--- config.mk ---
export PLATFORM = sky130hd
export DESIGN_NAME = fft_peak_reader_flat
export DESIGN_NICKNAME = d
export VERILOG_FILES = /design/src/rtl/fft_peak_reader_if.sv /design/src/rtl/fft_peak_reader.sv /design/src/flat_wrapper.sv
export SDC_FILE = /design/constraint.sdc
export NUM_CORES = 2
export LEC_CHECK = 0
export CAP_MARGIN = 5
export CORE_MARGIN = 2
export CORE_UTILIZATION = 50
export CTS_CLUSTER_DIAMETER = 30
export DETAILED_ROUTE_END_ITERATION = 16
export HOLD_SLACK_MARGIN = 0.12
export PLACE_DENSITY_LB_ADDON = 0.08
export SLEW_MARGIN = 20
export SYNTH_ARGS = -nofsm -noshare
export SYNTH_HDL_FRONTEND = slang
export SYNTH_SLANG_ARGS = --single-unit
--- constraint.sdc ---
create_clock -name clk -period 10.4 [get_ports clk]
set_clock_uncertainty 0.1 [all_clocks]
set_input_delay 2.08 -clock clk [delete_from_list [all_inputs] [get_ports clk]]
set_output_delay 2.08 -clock clk [all_outputs]
set_load 0.02 [all_outputs]
--- src/rtl/fft_peak_reader_if.sv ---
// Read-port and result bundle between the FFT result reader and its neighbours.
// master = the reader (drives the RAM address and the peak report),
// slave  = the FFT core / pitch logic side.
interface fft_peak_if #(
    parameter int bit_width = 16,
    parameter int M         = 9
);
    logic                   fft_done;
    logic [M-1:0]           rd_adr;
    logic [2*bit_width-1:0] rd_data;
    logic                   busy;
    logic                   peak_valid;
    logic [M-1:0]           peak_bin;
    logic [2*bit_width:0]   peak_mag;

    modport master (
        input  fft_done, rd_data,
        output rd_adr, busy, peak_valid, peak_bin, peak_mag
    );

    modport slave (
        output fft_done, rd_data,
        input  rd_adr, busy, peak_valid, peak_bin, peak_mag
    );
endinterface

--- src/rtl/fft_peak_reader.sv ---
// FFT peak reader: on fft_done, sweep bins min_bin..N/2-1 through the core's
// synchronous read port, square each complex word and keep the strongest bin.
// Pipeline: A = address issued, B = squares registered, C = sum + compare.
module fft_peak_reader #(
    parameter int bit_width = 16,
    parameter int N         = 512,
    parameter int M         = $clog2(N),
    parameter int min_bin   = 1
) (
    input  logic       clk,
    input  logic       reset,
    fft_peak_if.master bus
);
    localparam int          MW        = 2*bit_width + 1;
    localparam logic [M-1:0] FIRST_BIN = M'(min_bin);
    localparam logic [M-1:0] LAST_BIN  = M'(N/2 - 1);

    typedef enum logic [1:0] {IDLE, SCAN, DRAIN, REPORT} state_t;

    state_t               state_q;
    logic [M-1:0]         rd_adr_q;
    logic                 busy_q;
    logic                 peak_valid_q;
    logic [M-1:0]         peak_bin_q;
    logic [MW-1:0]        peak_mag_q;
    logic                 drain_q;

    // pipeline registers
    logic                 vld_a_q, vld_b_q;
    logic [M-1:0]         bin_a_q, bin_b_q;
    logic [2*bit_width-1:0] re_sq_q, im_sq_q;

    // running peak
    logic [MW-1:0]        run_mag_q, run_mag_d;
    logic [M-1:0]         run_bin_q, run_bin_d;

    // stage B squares: signed*signed in 2*bit_width, so (-2^(w-1))^2 stays exact
    logic signed [bit_width-1:0]   re_s, im_s;
    logic signed [2*bit_width-1:0] re_sq, im_sq;
    logic [MW-1:0]                 sum_c;
    logic                          upd_c;

    assign re_s  = bus.rd_data[2*bit_width-1:bit_width];
    assign im_s  = bus.rd_data[bit_width-1:0];
    assign re_sq = re_s * re_s;
    assign im_sq = im_s * im_s;

    // stage C: widen by one bit before adding so the sum can never wrap
    assign sum_c = {1'b0, re_sq_q} + {1'b0, im_sq_q};
    assign upd_c = vld_b_q && (sum_c > run_mag_q);

    // next running peak; strict compare keeps the lowest bin on ties
    always_comb begin
        run_mag_d = run_mag_q;
        run_bin_d = run_bin_q;
        if (upd_c) begin
            run_mag_d = sum_c;
            run_bin_d = bin_b_q;
        end
    end

    // control FSM with registered outputs; the result loads from run_*_d so the
    // last bin's compare (same edge) is included
    always_ff @(posedge clk or negedge reset) begin
        if (!reset) begin
            state_q      <= IDLE;
            rd_adr_q     <= '0;
            busy_q       <= 1'b0;
            peak_valid_q <= 1'b0;
            peak_bin_q   <= '0;
            peak_mag_q   <= '0;
            drain_q      <= 1'b0;
        end else begin
            peak_valid_q <= 1'b0;
            case (state_q)
                IDLE: begin
                    if (bus.fft_done) begin
                        state_q  <= SCAN;
                        rd_adr_q <= FIRST_BIN;
                        busy_q   <= 1'b1;
                    end
                end
                SCAN: begin
                    if (rd_adr_q == LAST_BIN) begin
                        state_q  <= DRAIN;
                        rd_adr_q <= '0;
                        drain_q  <= 1'b0;
                    end else begin
                        rd_adr_q <= rd_adr_q + 1'b1;
                    end
                end
                DRAIN: begin
                    if (drain_q) begin
                        state_q      <= REPORT;
                        busy_q       <= 1'b0;
                        peak_valid_q <= 1'b1;
                        peak_bin_q   <= run_bin_d;
                        peak_mag_q   <= run_mag_d;
                    end else begin
                        drain_q <= 1'b1;
                    end
                end
                REPORT: state_q <= IDLE;
                default: state_q <= IDLE;
            endcase
        end
    end

    // datapath: track which cycles carry a real bin, square, and keep the peak
    always_ff @(posedge clk or negedge reset) begin
        if (!reset) begin
            vld_a_q   <= 1'b0;
            vld_b_q   <= 1'b0;
            bin_a_q   <= '0;
            bin_b_q   <= '0;
            re_sq_q   <= '0;
            im_sq_q   <= '0;
            run_mag_q <= '0;
            run_bin_q <= FIRST_BIN;
        end else begin
            vld_a_q <= (state_q == SCAN);
            bin_a_q <= rd_adr_q;
            vld_b_q <= vld_a_q;
            bin_b_q <= bin_a_q;
            re_sq_q <= re_sq;
            im_sq_q <= im_sq;
            if (state_q == IDLE && bus.fft_done) begin
                run_mag_q <= '0;
                run_bin_q <= FIRST_BIN;
            end else begin
                run_mag_q <= run_mag_d;
                run_bin_q <= run_bin_d;
            end
        end
    end

    assign bus.rd_adr     = rd_adr_q;
    assign bus.busy       = busy_q;
    assign bus.peak_valid = peak_valid_q;
    assign bus.peak_bin   = peak_bin_q;
    assign bus.peak_mag   = peak_mag_q;
endmodule

--- src/flat_wrapper.sv ---
// flat-port wrapper written by rule: the top's interface ports become plain ports
module fft_peak_reader_flat 
#(
    parameter int bit_width = 16,
    parameter int N         = 512,
    parameter int M         = $clog2(N),
    parameter int min_bin   = 1
)
  (clk, reset, bus_fft_done, bus_rd_data, bus_rd_adr, bus_busy, bus_peak_valid, bus_peak_bin, bus_peak_mag);
  fft_peak_if #(.bit_width(bit_width), .M(M)) bus_i ();
  input  logic clk;
  input  logic reset;
  input wire logic [$bits(bus_i.fft_done)-1:0] bus_fft_done;
  input wire logic [$bits(bus_i.rd_data)-1:0] bus_rd_data;
  output wire logic [$bits(bus_i.rd_adr)-1:0] bus_rd_adr;
  output wire logic [$bits(bus_i.busy)-1:0] bus_busy;
  output wire logic [$bits(bus_i.peak_valid)-1:0] bus_peak_valid;
  output wire logic [$bits(bus_i.peak_bin)-1:0] bus_peak_bin;
  output wire logic [$bits(bus_i.peak_mag)-1:0] bus_peak_mag;
  assign bus_i.fft_done = bus_fft_done;
  assign bus_i.rd_data = bus_rd_data;
  assign bus_rd_adr = bus_i.rd_adr;
  assign bus_busy = bus_i.busy;
  assign bus_peak_valid = bus_i.peak_valid;
  assign bus_peak_bin = bus_i.peak_bin;
  assign bus_peak_mag = bus_i.peak_mag;
  fft_peak_reader #(.bit_width(bit_width), .N(N), .M(M), .min_bin(min_bin)) u_core (.clk(clk), .reset(reset), .bus(bus_i));
endmodule
==> results.json <==
{
  "worstReg2RegEnd": "u_core.bus.peak_bin[0]$_DFFE_PN0P_",
  "path_cells": "clkdlybuf4s50_1, and2_1, fa_1, fa_1, fa_1, fa_1, fa_1, inv_1, fa_1, inv_1, ha_1, and4_1, and2_1, a21oi_1, nand2_1, o31ai_1, o2111ai_1, a21oi_1, xnor2_1",
  "max_slew.worst_pin.slew_ns": 1.09,
  "firstDrtPassIters": 5,
  "worst_slack_ns": 1.65,
  "grt.total_usage": 0.224,
  "dp_slack_ns": 1.21,
  "start_kind": "primary input",
  "slew_viol_final": 0,
  "ant_nets": 0,
  "viasPerCell": 5.16,
  "critPathBufInv": 3,
  "dpl.cell_count": 3449,
  "hp-start": "u_core.bin_a_q[0]$_DFF_PN0_",
  "diodes": 0,
  "setup-violations-final": 0,
  "final_cells": 3482,
  "ys_types": 74,
  "clock.fmax_mhz": 114,
  "num_io_pins": 88,
  "cts_sinks": 180,
  "place_area_um2": 27700,
  "ys_ff_latch": 180,
  "setup-tns-final_ns": 0,
  "yosysWarningCount": 0,
  "cts_tree": "yes",
  "cts_made_buffers": 17,
  "hold_depth": 0,
  "cts_hold_buffers": 0,
  "place_congestion": 0.865,
  "cts_max_level": 4,
  "path_clk_slew_ns": 0.07,
  "initial_utilization": 0.508,
  "cts_setup_buffers": 0,
  "final_cell_mix": "inv_1 (697), fa_1 (473), ha_1 (242)",
  "drt_iter0_markers": 992,
  "fp.dieW_um": 233,
  "whs_endpoint": "u_core.bin_b_q[0]$_DFF_PN0_",
  "syn_area_per_cell_um2": 9.56,
  "seq_area_frac_synth": 0.172,
  "antenna_found_initial": 0,
  "grt_max_degree": 108,
  "slowest_delay_ns": 0.88,
  "arrival_ns": 9.01,
  "grt_pass1_wl_um": 96000,
  "status": "finished clean",
  "crit_path_frequent_cell": "fa_1",
  "grt_pass1_vias": 19400,
  "dp_hpwl_um": 47600,
  "crit_path_end_kind": "flip-flop",
  "hp-class": "reg2reg",
  "relSlewSlack": 0.270,
  "rows": 83,
  "layout.nets": 3539,
  "grt-ovfl-total": 0,
  "synthesis.area_um2": 26200,
  "synth_edf_count": 0,
  "die_area_um2": 54200,
  "path_class": "in2reg",
  "rr_worst_depth": 18,
  "io_buffers": 87,
  "via_count": 18000,
  "drt-total-wl_um": 55900,
  "finalHoldViolCount": 0,
  "cts.path.max_buffers": 2,
  "clk_latency_ns": 0.45,
  "async_flop_share": 1.00,
  "die_h_um": 233,
  "period_share": 0.841,
  "synth_fp_nets": 3486,
  "crit_family": "adder cells",
  "ys.flop_type": "dfrtp_1",
  "final_common_cell": "inv_1",
  "cts_resized": 0,
  "r2r_start": "u_core.im_sq_q[11]$_DFF_PN0_",
  "cts_root_buf": "clkbuf_16",
  "critPathMaxFanout": 20,
  "min_period_ns": 8.75,
  "final_layout_size_suffix_gt1_frac": 0.0314,
  "syn_inst": 2736,
  "cap_violations": 0,
  "ff2ff_setup_slack_ns": 4.51,
  "crit_required_ns": 10.67,
  "slowest_stage": "fa_1",
  "drc_errors": 0,
  "area_growth_pct": 8.44,
  "rsz0062_at_grt": "no",
  "coreArea_um2": 51500,
  "fin_area_um2": 28400,
  "wire_per_inst_um": 16.0
}
synth_stat cells (all sizes together), types with 6 or more instances:
cell type / count / share of area
nor3: 13 / 0.0025
nor2b: 14 / 0.0033
a211o: 6 / 0.0020
o31ai: 13 / 0.0043
inv: 697 / 0.10
xor2: 26 / 0.0087
buf: 8 / 0.0017
dfrtp: 179 / 0.17
or2: 10 / 0.0024
a31oi: 10 / 0.0024
clkbuf: 63 / 0.0090
ha: 242 / 0.12
nand3: 23 / 0.0048
fa: 473 / 0.36
a2111oi: 6 / 0.0023
a21oi: 93 / 0.018
mux2i: 39 / 0.015
a211oi: 13 / 0.0043
o211ai: 9 / 0.0026
o21ai: 94 / 0.018
nor2: 149 / 0.021
nand2: 227 / 0.033
o21a: 13 / 0.0037
a31o: 7 / 0.0023
nand4: 11 / 0.0026
and2: 88 / 0.021
and3: 16 / 0.0040
a21o: 27 / 0.0077
o21bai: 14 / 0.0040
nand2b: 14 / 0.0033
xnor2: 81 / 0.027
how the worst max path moves through the flow:
stage / depth (start not counted) / end / slack, ns / start
floorplan: 22 / u_core.im_sq_q[31]$_DFF_PN0_ / 2.29 / bus_rd_data[15]
detailed placement: 20 / u_core.re_sq_q[31]$_DFF_PN0_ / 1.21 / bus_rd_data[20]
CTS: 20 / u_core.re_sq_q[31]$_DFF_PN0_ / 1.62 / bus_rd_data[20]
finish: 19 / u_core.im_sq_q[31]$_DFF_PN0_ / 1.65 / bus_rd_data[1]
global placement: 21 / u_core.re_sq_q[31]$_DFF_PN0_ / 1.37 / bus_rd_data[21]
global route: 19 / u_core.im_sq_q[31]$_DFF_PN0_ / 1.25 / bus_rd_data[1]
worst register-to-register path, delay by kind of cell, from the launching register on:
kind | cells | cell delay (ns)
buffers and inverters | 1 | 0.34
adder cells (fa/ha/maj) | 2 | 0.64
AO/OA/AOI/OAI | 12 | 3.12
multiplexers | 1 | 0.26
flip-flops | 1 | 0.42
AND/OR/NAND/NOR | 2 | 0.87
per-layer routing:
layer  part of all wire  GRT usage  vias up
met5                  0          0        -
met4              0.016     0.0474        0
met3              0.034     0.0195       60
met2               0.50      0.387      322
met1               0.45      0.308     9108
li1                   -          -     8480
stage by stage:
step	hold WS, ns	utilization
after global routing	0.262	0.551
final	0.251	0.551
after global placement	0.234	0.539
after CTS	0.253	0.550
after detailed placement	0.235	0.539
after floorplan	0.231	-
final cells by class:
type | count | area (um^2)
multi-input combinational | 1787 | 18800
clock buffer | 17 | 425
fill | 4719 | 23100
clock inverter | 15 | 175
sequential | 180 | 4510
inverter | 698 | 2620
tap | 680 | 851
timing repair buffer | 105 | 1030
flip-flops by register name, indices dropped and copies added (netlist names):
signal,cells
u_core.re_sq_q,31
u_core.vld_b_q,1
u_core.bus.peak_mag,33
u_core.run_mag_q,33
u_core.run_bin_q,9
u_core.state_q,2
u_core.bus.rd_adr,9
u_core.bus.busy,1
u_core.im_sq_q,31
u_core.bus.peak_valid,1
u_core.drain_q,1
u_core.vld_a_q,1
u_core.bin_b_q,9
u_core.bin_a_q,9
u_core.bus.peak_bin,9
cells by family (layout without fill, tap and decap cells):
group,after synthesis,in the layout,share of synthesized area
DFF,180,180,0.172
buffers and inverters,769,835,0.111
AOI/OAI and AO/OA,336,336,0.0825
muxes,42,42,0.0164
adders and majority gates,715,715,0.478
xor gates and xnor gates,107,107,0.0358
and+or+nand+nor,587,587,0.105
Power is left out: the tool's default activity adds up to more than one toggle a clock period on the data nets, which glitch-free logic cannot reach.
